[src/rtl/router_pkg.sv]
// Shared router definitions: widths, header field layout and controller FSM encodings.
package router_pkg;

    localparam int ROUTER_DW    = 8;
    localparam int ROUTER_LW    = 6;

    // Header byte = {len, addr}
    localparam int HDR_ADDR_LSB = 0;
    localparam int HDR_ADDR_W   = 2;
    localparam int HDR_LEN_LSB  = HDR_ADDR_LSB + HDR_ADDR_W;

    typedef enum logic [2:0] {
        DECODE_ADDRESS     = 3'd0,
        LOAD_FIRST_DATA    = 3'd1,
        LOAD_DATA          = 3'd2,
        LOAD_PARITY        = 3'd3,
        FIFO_FULL_STATE    = 3'd4,
        LOAD_AFTER_FULL    = 3'd5,
        WAIT_TILL_EMPTY    = 3'd6,
        CHECK_PARITY_ERROR = 3'd7
    } router_state_t;

    function automatic logic [ROUTER_LW-1:0] hdr_len(input logic [ROUTER_DW-1:0] hdr);
        return hdr[HDR_LEN_LSB +: ROUTER_LW];
    endfunction

endpackage

[src/rtl/router_parity_acc.sv]
// Running XOR accumulator with synchronous clear (clear wins over enable).
module router_parity_acc #(
    parameter int DW = 8
) (
    input  logic          clock,
    input  logic          reset,
    input  logic          clr,
    input  logic          en,
    input  logic [DW-1:0] din,
    output logic [DW-1:0] acc
);

    always_ff @(posedge clock or posedge reset) begin
        if (reset)    acc <= '0;
        else if (clr) acc <= '0;
        else if (en)  acc <= acc ^ din;
    end

endmodule

[src/rtl/router_reg.sv]
// Router datapath register block: header/hold capture, FIFO byte steering,
// payload count and parity/length error detection.
module router_reg
    import router_pkg::*;
#(
    parameter int DW = ROUTER_DW,
    parameter int LW = ROUTER_LW
) (
    input  logic          clock,
    input  logic          reset,
    input  logic          pkt_valid,
    input  logic [DW-1:0] data_in,
    input  logic          fifo_full,
    input  logic          detect_add,
    input  logic          lfd_state,
    input  logic          ld_state,
    input  logic          laf_state,
    input  logic          full_state,
    input  logic          rst_int_reg,
    output logic [DW-1:0] dout,
    output logic          parity_done,
    output logic          low_pkt_valid,
    output logic          err
);

    logic [DW-1:0] hdr_reg, hold_reg, pkt_parity, int_parity, acc_din;
    logic [LW-1:0] pay_cnt;
    logic          hold_pay, acc_en, parity_done_d, mismatch;

    // Header and the byte held back while the FIFO was full
    always_ff @(posedge clock or posedge reset) begin
        if (reset) begin
            hdr_reg  <= '0;
            hold_reg <= '0;
            hold_pay <= 1'b0;
        end else begin
            if (detect_add && pkt_valid) hdr_reg <= data_in;
            if (ld_state && fifo_full) begin
                hold_reg <= data_in;
                hold_pay <= pkt_valid;
            end
        end
    end

    // full_state and any unlisted state fall through and hold dout
    always_ff @(posedge clock or posedge reset) begin
        if (reset)                         dout <= '0;
        else if (lfd_state)                dout <= hdr_reg;
        else if (ld_state && !fifo_full)   dout <= data_in;
        else if (laf_state)                dout <= hold_reg;
    end

    always_comb begin
        acc_en  = 1'b0;
        acc_din = '0;
        if (lfd_state) begin
            acc_en  = 1'b1;
            acc_din = hdr_reg;
        end else if (ld_state && pkt_valid && !fifo_full) begin
            acc_en  = 1'b1;
            acc_din = data_in;
        end else if (laf_state && hold_pay) begin
            acc_en  = 1'b1;
            acc_din = hold_reg;
        end
    end

    router_parity_acc #(.DW(DW)) u_parity_acc (
        .clock (clock),
        .reset (reset),
        .clr   (detect_add),
        .en    (acc_en),
        .din   (acc_din),
        .acc   (int_parity)
    );

    // Payload bytes count even when diverted to hold_reg
    always_ff @(posedge clock or posedge reset) begin
        if (reset)                                        pay_cnt <= '0;
        else if (detect_add)                              pay_cnt <= '0;
        else if (ld_state && pkt_valid && pay_cnt != '1)  pay_cnt <= pay_cnt + 1'b1;
    end

    always_ff @(posedge clock or posedge reset) begin
        if (reset) begin
            pkt_parity    <= '0;
            low_pkt_valid <= 1'b0;
        end else if (ld_state && !pkt_valid) begin
            pkt_parity    <= data_in;
            low_pkt_valid <= 1'b1;
        end else if (rst_int_reg) begin
            low_pkt_valid <= 1'b0;
        end
    end

    assign mismatch = (int_parity != pkt_parity) ||
                      (pay_cnt != hdr_reg[HDR_LEN_LSB +: LW]);

    // err samples the checks on the cycle after parity_done rises; it is
    // cleared on every detect_add so it can never outlive parity_done
    always_ff @(posedge clock or posedge reset) begin
        if (reset) begin
            parity_done   <= 1'b0;
            parity_done_d <= 1'b0;
            err           <= 1'b0;
        end else begin
            parity_done_d <= parity_done;
            if (detect_add)
                parity_done <= 1'b0;
            else if ((ld_state && !fifo_full && !pkt_valid) ||
                     (laf_state && low_pkt_valid && !parity_done))
                parity_done <= 1'b1;
            if (detect_add)
                err <= 1'b0;
            else if (parity_done && !parity_done_d)
                err <= mismatch;
        end
    end

endmodule

[config.mk]
export PLATFORM = sky130hd
export DESIGN_NAME = router_reg
export DESIGN_NICKNAME = d
export VERILOG_FILES = /design/src/rtl/router_pkg.sv /design/src/rtl/router_parity_acc.sv /design/src/rtl/router_reg.sv
export SDC_FILE = /design/constraint.sdc
export NUM_CORES = 1
export LEC_CHECK = 0
export ABC_CLOCK_PERIOD_IN_PS = 2300
export BUFFER_PORTS_ARGS = -buffer_cell sky130_fd_sc_hd__buf_2
export CAP_MARGIN = 20
export CORE_ASPECT_RATIO = 0.5
export CORE_MARGIN = 3
export CORE_UTILIZATION = 55
export CTS_CLUSTER_DIAMETER = 120
export DETAILED_ROUTE_END_ITERATION = 7
export PLACE_DENSITY_LB_ADDON = 0.05
export SYNTH_ARGS = -nofsm -noshare
export SYNTH_HDL_FRONTEND = slang
export SYNTH_SLANG_ARGS = --single-unit
[constraint.sdc]
create_clock -name clock -period 2.3 [get_ports clock]
set_input_delay 0.46 -clock clock [delete_from_list [all_inputs] [get_ports clock]]
set_output_delay 0.46 -clock clock [all_outputs]
set_load 0.02 [all_outputs]
==> reports/results.env <==
FIRST_GLOBAL_VIAS=1769
DRC=0
TRITONCTS_NUM_SINKS=51
ROUTED-VIA-COUNT=1909
OUTCOME='complete, no violations'
CTS_SETUP_BUFFERS=0
NUMBER_OF_LIBRARY_CELL_TYPES_MAPPED_BY_SYNTHESIS=31
COMB_POWER_SHARE=0.192
CP.ARRIVAL_NS=1.92
STATIC-LEAKAGE-POWER_nW=1.317
SYNTH_FP_NETS=271
MOST_COMMON_CELL_AFTER_LAYOUT_FILL_AND_TAPS_ASIDE='dfrtp_1'
DETAIL_ROUTE.WL_PER_CELL_UM=16.42
TRITONCTS='done'
TIMING.CLOCK.SKEW_NS=0.007442
SETUP_TOTAL_NEGATIVE_SLACK_NS=0
MIN_PATH_TYPE='in -> async'
PLACED_CELL_AREA_UM2=2801
CLK-INSERTION-DELAY-LATE_NS=0.30
CAP_VIOLATIONS=0
SETUP_SLACK_NS=0.6163
START_UTIL=0.5841
YOSYSWARNINGS=0
IOS=29
CLK_PIN_SLEW_NS=0.09
PLACE_INST=335
TIMING.CRITICAL_PATH.FROM_TYPE='flop'
CRITICAL_PATH_CLASS='reg -> reg'
IO_BUFFER_COUNT=27
ANTENNA_FOUND_INITIAL=0
CRIT_REQUIRED_NS=2.54
GR-USAGE-ALL-LAYERS=0.2157
ANTENNA_CELLS_INSERTED=0
FLOORPLAN.ROWS=17
SWITCHING_POWER_mW=0.5865
FINAL_LAYOUT_SIZE_SUFFIX_GT1_FRAC=0.2347
FINAL-SETUP-VIOL-COUNT=0
ANT_NETS=0
ROOT_BUFFER_CELL='clkbuf_8'
DPL_WORST_SLACK_NS=0.4256
GRT_MAX_DEGREE=34
POSTSYNTH.TOPFLOPCELL='dfrtp_1'
RSZ0062_AT_GRT='false'
MAXCLOCKFREQUENCY_GHz=0.5939
CTS.PATH.MAX_BUFFERS=2
DRT-VIAS-PER-INSTANCE=5.566
SYN_AREA_PER_CELL_UM2=10.40
FINAL-INSTANCE-COUNT-EXCL-FILL=343
SYNTHESIS.INSTANCES=252
ROUTED_WIRELENGTH_MM=5.632
WORST_SETUP_PATH_STARTPOINT='pay_cnt[0]'
SYN-CELL-AREA_UM2=2621
FINAL_UTIL=0.6465
SETUP.WORST_PATH.END_CLASS='flop'
FINALHOLDWORSTSLACK_NS=0.2305
DRT_FIRST_PASS_ITERS=4
FINAL_NETS=295
LAYOUT_COMMON_CELLS='dfrtp_1 (51), buf_2 (27), mux2_2 (25)'
POWER_mW=2.057
CTS-HTREE-LEVELS=2
ASYNC_FLOP_SHARE=1.000
SYNTH.FF_LATCH_COUNT=51
GRT_FIRST_PASS_WIRELENGTH_MM=9.301
NUMCTSBUFFERS=5
FINALINSTANCEAREA_UM2=2902
DIE_HEIGHT_UM=54.82
VDD.IR_DROP.WORST_mV=0.3669
POWER.SWITCHING_FRACTION=0.2851
POWER.INTERNAL_mW=1.471
REG2REG_SETUP_SLACK_NS=0.62
CORE_AREA_UM2=4488
DRV_SLEW=0
TIMING.CRITICAL_PATH.FANOUT_MAX=5
WORSTREG2REGSTART='pay_cnt[0]'
NUMBER_OF_ENABLE_FLIP_FLOP_CELLS_AFTER_SYNTHESIS=0
WORSTMARGINPINSLEW_NS=0.6776
REPLACE_CONGESTION=0.7972
FLOORPLAN_DIE_WIDTH_UM=103.6
FIN_CRIT_SH=0.7320
CTS-RESIZED-GATES=0
POWER-PER-CELL-AREA_nW_PER_UM2=709.1
PERIOD_NEEDED_NS=1.684
DRT_ITER0_MARKERS=124
FINAL_REPORT_HOLD_VIOLATION_COUNT=0
POWER.SEQUENTIAL.FRACTION=0.537
SYN_TO_FINAL_GROWTH_PCT=10.69
POWER.CLOCK.FRACTION=0.270
RELSLEWSLACK=0.5483
DIE_AREA_UM2=5680
HOLD_BUFFERS=0
YS_SEQ_AREA_FRAC=0.4869
HPWLAFTERDP_MM=4.133
GLOBALROUTE.TOTALOVERFLOW=0
## cells by family after synthesis
| logic type | after synthesis | synth area share |
|---|---|---|
| AOI/OAI and AO/OA | 49 | 0.1232 |
| xor gates and xnor gates | 17 | 0.05680 |
| adders and majority gates | 1 | 0.004773 |
| buffers and inverters | 22 | 0.03437 |
| DFF | 51 | 0.4869 |
| muxes | 26 | 0.1112 |
| and+or+nand+nor | 86 | 0.1828 |
## final timing paths
path                                  to  depth (start not counted)
max                           pay_cnt[5]                          5
max in group asynchronous     hdr_reg[6]                          3
min reg2reg                parity_done_d                          0
min in group clock         low_pkt_valid                          2
min                           pay_cnt[5]                          2
max reg2reg                   pay_cnt[5]                          5
## power by group through the flow
stage | clock network [mW] | logic [mW] | registers, mW
global placement | 0 | 0.385 | 1.12
finish | 0.556 | 0.396 | 1.11
global route | 0.606 | 0.443 | 1.12
detailed placement | 0 | 0.398 | 1.12
floorplan | 0 | 0.269 | 1.12
CTS | 0.574 | 0.400 | 1.10
## routing by layer
| layer | up-vias | part of all wire | global-route usage |
|---|---|---|---|
| li1 | 951 | - | - |
| met4 | 0 | 0.0025 | 0.05298 |
| met2 | 47 | 0.41 | 0.3106 |
| met3 | 3 | 0.065 | 0.04594 |
| met5 | - | 0 | 0 |
| met1 | 908 | 0.52 | 0.3304 |
## cell type report
cell class | instances | area [µm²]
inverter | 10 | 37.54
sequential | 51 | 1276
fill | 399 | 1587
timing repair buffer | 29 | 150.1
tap | 66 | 82.58
multi-input combinational | 179 | 1255
clock buffer | 8 | 100.1
## Yosys cell counts (all sizes together), types with 6 or more instances
master / instances / area, µm²
a211oi: 9 / 67.56
nor2: 24 / 90.09
o21ai: 10 / 53.80
clkbuf: 6 / 22.52
nand2: 13 / 48.80
a311o: 8 / 80.08
nor2b: 10 / 62.56
mux2: 25 / 281.5
a21oi: 18 / 90.09
xnor2: 14 / 122.6
dfrtp: 51 / 1276
buf: 6 / 30.03
or3: 8 / 50.05
and3: 10 / 62.56
and4b: 8 / 80.08
inv: 10 / 37.54
## critical path: stages, from the launching register on
cell and delay, ns:
dfrtp_1 0.45, ha_1 0.25, nand3_1 0.15, o21ai_2 0.11, or4_1 0.51, a21oi_1 0.15
(Power assumes the default switching activity.)
